--- src/rtl/reg_bank_dump_reader_pkg.sv ---
// Shared definitions for the register-bank dump reader: bank geometry defaults,
// FSM state encoding and a sizing helper for the read-latency counter.
package reg_bank_dump_reader_pkg;

  localparam int NREGS_DEF = 8;
  localparam int WIDTH_DEF = 16;
  localparam int AW_DEF    = 3;

  typedef enum logic [2:0] {
    S_IDLE  = 3'd0,
    S_ISSUE = 3'd1,
    S_WAIT  = 3'd2,
    S_HOLD  = 3'd3,
    S_DONE  = 3'd4
  } state_e;

  // Counter width that can hold the value RD_LAT itself.
  function automatic int cnt_w(input int lat);
    return (lat < 1) ? 1 : $clog2(lat + 1);
  endfunction

endpackage

--- src/rtl/reg_bank_dump_reader_rd_lat_counter.sv ---
// Read-latency down-counter: loaded with RD_LAT on issue, decremented while waiting;
// expire flags the cycle whose decrement brings the count to zero.
module reg_bank_dump_reader_rd_lat_counter
  import reg_bank_dump_reader_pkg::*;
#(
  parameter int RD_LAT = 1
) (
  input  logic clk,
  input  logic rst_n,
  input  logic load,
  input  logic dec,
  output logic expire
);

  localparam int CW = cnt_w(RD_LAT);

  logic [CW-1:0] cnt_q;

  always_ff @(posedge clk or negedge rst_n) begin
    if (!rst_n) begin
      cnt_q <= '0;
    end else if (load) begin
      cnt_q <= CW'(RD_LAT);
    end else if (dec && (cnt_q != '0)) begin
      cnt_q <= cnt_q - CW'(1);
    end
  end

  assign expire = (cnt_q == CW'(1));

endmodule

--- src/rtl/reg_bank_dump_reader.sv ---
// Read-side dump master for the register bank: walks first..last (with wrap), reads
// each word through the bank read port and streams it out with its index.
module reg_bank_dump_reader
  import reg_bank_dump_reader_pkg::*;
#(
  parameter int NREGS  = NREGS_DEF,
  parameter int WIDTH  = WIDTH_DEF,
  parameter int AW     = AW_DEF,
  parameter int RD_LAT = 1
) (
  input  logic             clk,
  input  logic             rst_n,
  input  logic             start,
  input  logic             abort,
  input  logic [AW-1:0]    first_reg,
  input  logic [AW-1:0]    last_reg,
  output logic             rd_en,
  output logic [AW-1:0]    rd_addr,
  input  logic [WIDTH-1:0] rd_data,
  output logic             m_valid,
  input  logic             m_ready,
  output logic [WIDTH-1:0] m_data,
  output logic [AW-1:0]    m_idx,
  output logic             m_last,
  output logic             busy,
  output logic             done
);

  state_e state_q, state_d;

  logic [AW-1:0]    cur_q, last_q;
  logic [WIDTH-1:0] m_data_q;
  logic [AW-1:0]    m_idx_q;
  logic             m_last_q;

  logic latch_range, cnt_load, cnt_dec, cnt_expire, capture, advance;

  function automatic logic [AW-1:0] next_idx(input logic [AW-1:0] i);
    return AW'((int'(i) + 1) % NREGS);
  endfunction

  reg_bank_dump_reader_rd_lat_counter #(
    .RD_LAT (RD_LAT)
  ) u_rd_lat_counter (
    .clk    (clk),
    .rst_n  (rst_n),
    .load   (cnt_load),
    .dec    (cnt_dec),
    .expire (cnt_expire)
  );

  always_comb begin
    state_d     = state_q;
    latch_range = 1'b0;
    cnt_load    = 1'b0;
    cnt_dec     = 1'b0;
    capture     = 1'b0;
    advance     = 1'b0;
    case (state_q)
      S_IDLE: begin
        if (start) begin
          latch_range = 1'b1;
          state_d     = S_ISSUE;
        end
      end
      S_ISSUE: begin
        cnt_load = 1'b1;
        state_d  = S_WAIT;
      end
      S_WAIT: begin
        cnt_dec = 1'b1;
        if (cnt_expire) begin
          capture = 1'b1;
          state_d = S_HOLD;
        end
      end
      S_HOLD: begin
        if (m_ready) begin
          if (m_last_q) begin
            state_d = S_DONE;
          end else begin
            advance = 1'b1;
            state_d = S_ISSUE;
          end
        end
      end
      S_DONE: begin
        state_d = S_IDLE;
      end
      default: begin
        state_d = S_IDLE;
      end
    endcase
    // Abort beats any handshake in flight; in IDLE it is ignored so start wins.
    if (abort && (state_q != S_IDLE)) begin
      state_d  = S_IDLE;
      cnt_load = 1'b0;
      cnt_dec  = 1'b0;
      capture  = 1'b0;
      advance  = 1'b0;
    end
  end

  always_ff @(posedge clk or negedge rst_n) begin
    if (!rst_n) begin
      state_q <= S_IDLE;
      cur_q   <= '0;
      last_q  <= '0;
    end else begin
      state_q <= state_d;
      if (latch_range) begin
        cur_q  <= first_reg;
        last_q <= last_reg;
      end else if (advance) begin
        cur_q  <= next_idx(cur_q);
      end
    end
  end

  always_ff @(posedge clk or negedge rst_n) begin
    if (!rst_n) begin
      m_data_q <= '0;
      m_idx_q  <= '0;
      m_last_q <= 1'b0;
    end else if (capture) begin
      m_data_q <= rd_data;
      m_idx_q  <= cur_q;
      m_last_q <= (cur_q == last_q);
    end
  end

  assign rd_en   = (state_q == S_ISSUE);
  assign rd_addr = cur_q;
  assign m_valid = (state_q == S_HOLD);
  assign m_data  = m_data_q;
  assign m_idx   = m_idx_q;
  assign m_last  = m_last_q && (state_q == S_HOLD);
  assign busy    = (state_q != S_IDLE);
  assign done    = (state_q == S_DONE);

endmodule

--- config.mk ---
export PLATFORM = sky130hd
export DESIGN_NAME = reg_bank_dump_reader
export DESIGN_NICKNAME = d
export VERILOG_FILES = /design/src/rtl/reg_bank_dump_reader_pkg.sv /design/src/rtl/reg_bank_dump_reader_rd_lat_counter.sv /design/src/rtl/reg_bank_dump_reader.sv
export SDC_FILE = /design/constraint.sdc
export NUM_CORES = 1
export LEC_CHECK = 0
export BUFFER_PORTS_ARGS = -buffer_cell sky130_fd_sc_hd__buf_2
export CAP_MARGIN = 20
export CELL_PAD_IN_SITES_DETAIL_PLACEMENT = 1
export CELL_PAD_IN_SITES_GLOBAL_PLACEMENT = 2
export CORE_AREA = 2 2 69 71
export CTS_CLUSTER_DIAMETER = 100
export DETAILED_ROUTE_END_ITERATION = 8
export DIE_AREA = 0 0 71 73
export PLACE_DENSITY = 0.88
export SETUP_SLACK_MARGIN = 0.4
export SLEW_MARGIN = 20
export SYNTH_ARGS = -nofsm -noshare
export SYNTH_HDL_FRONTEND = slang
export SYNTH_SLANG_ARGS = --single-unit
--- constraint.sdc ---
create_clock -name clk -period 2.3 [get_ports clk]
set_input_delay 0.115 -clock clk [delete_from_list [all_inputs] [get_ports clk]]
set_output_delay 0.115 -clock clk [all_outputs]
set_load 0.05 [all_outputs]
---- Yosys cells after proc, flatten, opt, wreduce, memory -nomap -nowiden ----
Cells that the tools add are included.
cells by class
  $add $sub $neg .......................... 2
  multiply operators ...................... 0
  div/mod/pow operators ................... 0
  order comparisons ....................... 0
  equality and inequality tests ........... 8
  shift operators ......................... 0
  muxes and demuxes ....................... 23
  bitwise gates (word level) .............. 0
  reductions and logical operators ........ 8
operator list
  operator             count
  $mux 3               7
  $mux 1               15
  $pmux 3 s4           1
  $eq 3x2->1 const B   2
  $reduce_bool 2->1    2
  $add 3x1->3 const B  1
  $eq 3x1->1 const B   1
  $eq 3x3->1           1
  $eq 3x3->1 const B   1
  $logic_and 1x1->1    3
  $logic_not 3->1      1
  $ne 3x1->1 const B   1
  $ne 3x2->1 const B   1
  $ne 3x3->1 const B   1
  $reduce_and 3->1     1
  $reduce_bool 3->1    1
  $sub 1x1->1 const B  1
word-level totals
  bits in registers ....................... 30
  latch bits .............................. 0
  RAM bits ................................ 0
  bits in read-only memories .............. 0
  output and inout port bits .............. 27
  logic and storage cells ................. 48
  memories ................................ 0

---- Depth between registers and ports, before layout ----
  depth after elaboration ................. 6
  gate-level depth with buffers ........... 5
  depth with buffers taken out ............ 4

---- By module ----
From an unflattened synthesis, not the netlist that was laid out.
unflattened totals
  cells, all modules ...................... 107
  area total of the unflattened synthesis .. 1,446.4 sq um
modules (own cells, without submodules)
  module                               instances  cells each  area each (sq um)  sequential area each (sq um)
  reg_bank_dump_reader                 1          104         1,410.1            725.7
  reg_bank_dump_reader_rd_lat_counter  1          3           36.3               25.0

---- Worst setup path before layout ----
Ideal clock, no wire load.
  path kind ............................... register to output
  start point ............................. reg state_q[1]
  end point ............................... out done
  arrival time ............................ 1,749 ps
  path slack .............................. 436 ps
  cell stages (with the launch flop) ...... 3
  path buffers ............................ 1
  cells stage by stage .................... dfrtp_1 buf_2 nor3b_1
between the ends
  word-level cells in the longest chain between the ends .. 1
RTL lines
  what                      RTL line                     RTL
  start: declaration        reg_bank_dump_reader.sv:29   state_e state_q, state_d;
  start signal: assignment  reg_bank_dump_reader.sv:110  state_q <= state_d;
  $eq 3x3->1                reg_bank_dump_reader.sv:139  assign done = (state_q == S_DONE);
  end: declaration          reg_bank_dump_reader.sv:26   output logic done
No other way between the ends.

---- Worst setup path in the final report ----
  start point ............................. reg state_q[1]
  end point ............................... out m_last
between the ends
  word-level cells in the longest chain between the ends .. 2
RTL lines
  what               RTL line                     RTL
  $eq 3x2->1         reg_bank_dump_reader.sv:137  assign m_last = m_last_q && (state_q == S_HOLD);
  $logic_and 1x1->1  reg_bank_dump_reader.sv:137
  end: declaration   reg_bank_dump_reader.sv:24   output logic m_last,
No other way between the ends.

==> implementation parameters <==
Parameter                              Value

Synthesis
  Dominant combinational cell family by area after synthesis    multiplexers
  Portion of the post-synthesis area used by sequential elements    56.0%
  Count of state elements after synthesis    30
  Post-synth top area share    56.0%
  Gate Count Post-Synth    107
  Synthesized netlist net count    135
  Synthesized area per cell    12.5 um2
  Fraction of the mapped netlist area in simple logic gates    15.0%
  Multiplexer area fraction after synthesis    16.8%
  Leading post-synthesis cells by cell area    sky130_fd_sc_hd__dfrtp_1 56%, sky130_fd_sc_hd__mux2_2 17%, sky130_fd_sc_hd__nand2_1 3.6%
  XOR/XNOR Fraction of Synth Area    1.96%
  Unique cell type count in the Yosys netlist    27
  Area share of fa/ha/maj cells after synthesis    0.934%
  Complex-gate fraction of the synthesized area    5.32%
  Post-synth top area cell    sky130_fd_sc_hd__dfrtp_1
  Synthesis Warnings    0
  Synthesized cell area    1340 um2

Setup path
  Kind of end point of the critical path    primary output
  R2R depth    4
  Worst setup path category    reg2out
  Reg-to-reg setup timing slack    700 ps
  Capture point of the worst reg-to-reg path    m_data[15]
  Data arrival time of the worst path    1510 ps
  Critical path startpoint category    register
  Critical path peak fanout    12
  R2R Path Start    state_q[0]
  Data required time of the worst path    2180 ps

Floorplanning
  Width of the die    71 um
  Vertical die dimension    73 um
  Die area    5180 um2
  Total core area    4540 um2
  Initial Util    29.5%
  Placement Rows    25
  Ports    54

Power
  Leakage power summed over all cells    0.000922 uW
  Part of the total power dissipated in the clock network    17.1%
  Post-layout total power    3000 uW
  Switching pwr    1470 uW
  Seq pwr share    32.7%
  Power per cell area    1700 nW/um2
  IR drop worst, VDD    0.000780 V
  Logic pwr share    50.2%
  Fraction of power spent switching nets    49.0%
  Internal power    1530 uW

Timing
  Setup repair after global routing missed its margin    false
  Count of endpoints failing hold in the final timing report    0
  Time the final worst path needs with I/O delays and setup    1630 ps
  Post-route worst setup slack    671 ps
  Max-slew violation count    0
  Relative max-transition margin    55.0%
  Final TNS setup    0 ps
  Slew at the pin closest to its max-slew limit    675 ps
  Hold_ws    40.4 ps
  Final setup vio count    0
  Fmax    0.614 GHz
  Period utilisation layout    70.8%
  Clk_skew    6.39 ps

Run status
  Result of the run    finished clean

Global route
  Combined global-route utilization of all metal layers    13.1%
  Wire length of the first global-routing pass    5.18 mm
  Number of antenna violations at the first check in global routing    0
  Largest net degree at the start of global routing    31
  Number of global-route vias before repair    1095
  Global-route congestion overflow total    0

Finish
  Multi-input logic area    537 um2
  Area taken by flip-flops and latches    751 um2
  Layout net count    193
  Number of filler cells placed in the layout    513
  Area of all placed cells without fillers    1770 um2
  Inserted Diodes    0
  Layout cells sized above 1    51.8%
  Layout-stage area growth over the synthesis result    32.0%

Hold path
  Launch point of the worst hold path    last_reg[1]
  Worst hold-check path type    in2reg
  Hold worst-path end    last_q[1]
  Hold Crit Depth    3

Route
  Detail-routed via count per cell    4.72
  Number of remaining DRC errors    0
  Antenna-violating nets left    0
  Total number of vias    1038
  Routed length per instance    14.1 um
  Number of search-and-repair iterations in the first detailed-routing pass    4
  Post-detailed-routing wire length    3.10 mm
  Number of design-rule violations left by the first detailed-router iteration    23

Run
  Maximum Capacitance Violations    0

Placement
  Minimum setup slack after placement    711 ps
  Detailed Place HPWL    2.40 mm
  Gp weighted congestion    0.759
  Placed cell area    1650 um2
  Quantity of I/O buffers inserted on ports    53

Clock tree
  Insertion delay to the later sink of the worst-skew pair    280 ps
  # H-tree levels    2
  Reg clk slew, reported paths    60 ps
  Number of buffers on the longest clock path    2
  TritonCTS Sinks    30
  Clk root buf    sky130_fd_sc_hd__clkbuf_8
  Inserted Clock Buffers    5
  TritonCTS clock tree    built
-- cell usage after synthesis --
master	n
sky130_fd_sc_hd__dfrtp_1	30
sky130_fd_sc_hd__nor4b_2	1
sky130_fd_sc_hd__buf_2	3
sky130_fd_sc_hd__mux2_2	20
sky130_fd_sc_hd__inv_1	4
sky130_fd_sc_hd__nor2_1	3
sky130_fd_sc_hd__nand3_1	4
sky130_fd_sc_hd__or4_1	2
sky130_fd_sc_hd__or3_1	1
sky130_fd_sc_hd__buf_6	2
sky130_fd_sc_hd__nand3b_4	1
sky130_fd_sc_hd__ha_1	1
sky130_fd_sc_hd__o21a_1	1
sky130_fd_sc_hd__nor3_1	3
sky130_fd_sc_hd__nand2b_1	2
sky130_fd_sc_hd__o311ai_0	3
sky130_fd_sc_hd__nand2_1	13
sky130_fd_sc_hd__or4b_1	1
sky130_fd_sc_hd__nor4_1	1
sky130_fd_sc_hd__o22ai_1	1
sky130_fd_sc_hd__nor3b_1	1
sky130_fd_sc_hd__o211a_1	1
sky130_fd_sc_hd__o21ai_0	1
sky130_fd_sc_hd__a31oi_1	1
sky130_fd_sc_hd__or4b_4	1
sky130_fd_sc_hd__xor2_1	3
sky130_fd_sc_hd__a21oi_1	2
-- cell families (layout without fill, tap and decap cells) --
group,Yosys count,count (layout)
and+or+nand+nor,34,34
buffers and inverters,9,68
AOI/OAI and AO/OA,10,10
muxes,20,20
xor gates and xnor gates,3,3
adders and majority gates,1,1
DFF,30,30
-- routing by layer --
metal / up-vias / GRT usage (%) / share of wire, % / wire [um]
met1: 503 / 15.2 / 41 / 1270
li1: 495 / - / - / -
met3: 4 / 4.42 / 5.6 / 174
met4: 0 / 4.40 / 0.93 / 29
met5: - / 0 / 0 / 0
met2: 36 / 22.8 / 52 / 1630
-- worst max-delay path, cell delays in order, from the launching register on --
cell	delay (ps)
sky130_fd_sc_hd__dfrtp_1	610
sky130_fd_sc_hd__nand3b_4	150
sky130_fd_sc_hd__inv_1	100
sky130_fd_sc_hd__nand2_1	70
sky130_fd_sc_hd__inv_1	60
sky130_fd_sc_hd__buf_2	250
-- repair_timing --
item                                   4_1_cts  5_1_grt
buffers inserted                             0        0
resized for setup                            0        0
hold buffers                                 1        0
endpoints found under the hold margin       30        0
-- stage by stage --
stage,utilization [%],cells
6_report,39.0,220
3_3_place_gp,36.4,211
2_1_floorplan,-,107
3_5_place_dp,36.4,211
5_1_grt,39.0,220
4_1_cts,39.0,220
-- sequential cells by signal, summed over array words and instances (netlist names) --
signal,count
m_data,16
last_q,3
m_idx,3
rd_addr,3
state_q,3
m_last_q,1
u_rd_lat_counter.expire,1
-- cell type report --
cell class / count / share of cell area [%]
flip-flops and latches: 30 / 42.4
multi-input cells: 68 / 30.3
repair buffers: 56 / 16.4
clock buffers: 5 / 3.89
well taps: 54 / 3.82
clock inverters: 3 / 2.26
inverters: 4 / 0.849
-- worst max-delay path by stage --
stage	startpoint	to	slack [ps]	cells after the start
floorplan	state_q[1]	done	440	2
global placement	state_q[0]	m_data[1]	780	4
detailed placement	state_q[0]	m_data[15]	710	4
CTS	state_q[1]	m_last	650	5
global route	state_q[0]	m_last	540	5
finish	state_q[1]	m_last	670	5
-- cell usage in the layout, fill, tap and decap left out, drive strengths merged --
cell type,n
clkinv,2
a21oi,2
mux2,20
nor4b,1
a31oi,1
nor3b,1
o211a,1
ha,1
dfrtp,30
nand2b,2
nand3,4
bufinv,1
or3,1
nand3b,1
nand2,13
nor2,3
or4b,2
o311ai,3
o22ai,1
or4,2
buf,55
inv,4
nor4,1
clkbuf,5
xor2,3
o21ai,1
o21a,1
dlygate4sd3,1
nor3,3
-- power by group through the flow --
stage               Sequential [uW]  Clock [uW]  Combinational, uW
finish                          981         515               1510
global route                   1030         562               1600
CTS                             988         533               1530
detailed placement              996           0               1530
global placement                974           0               1490
floorplan                      1610           0                543
(Power assumes the default switching activity.)
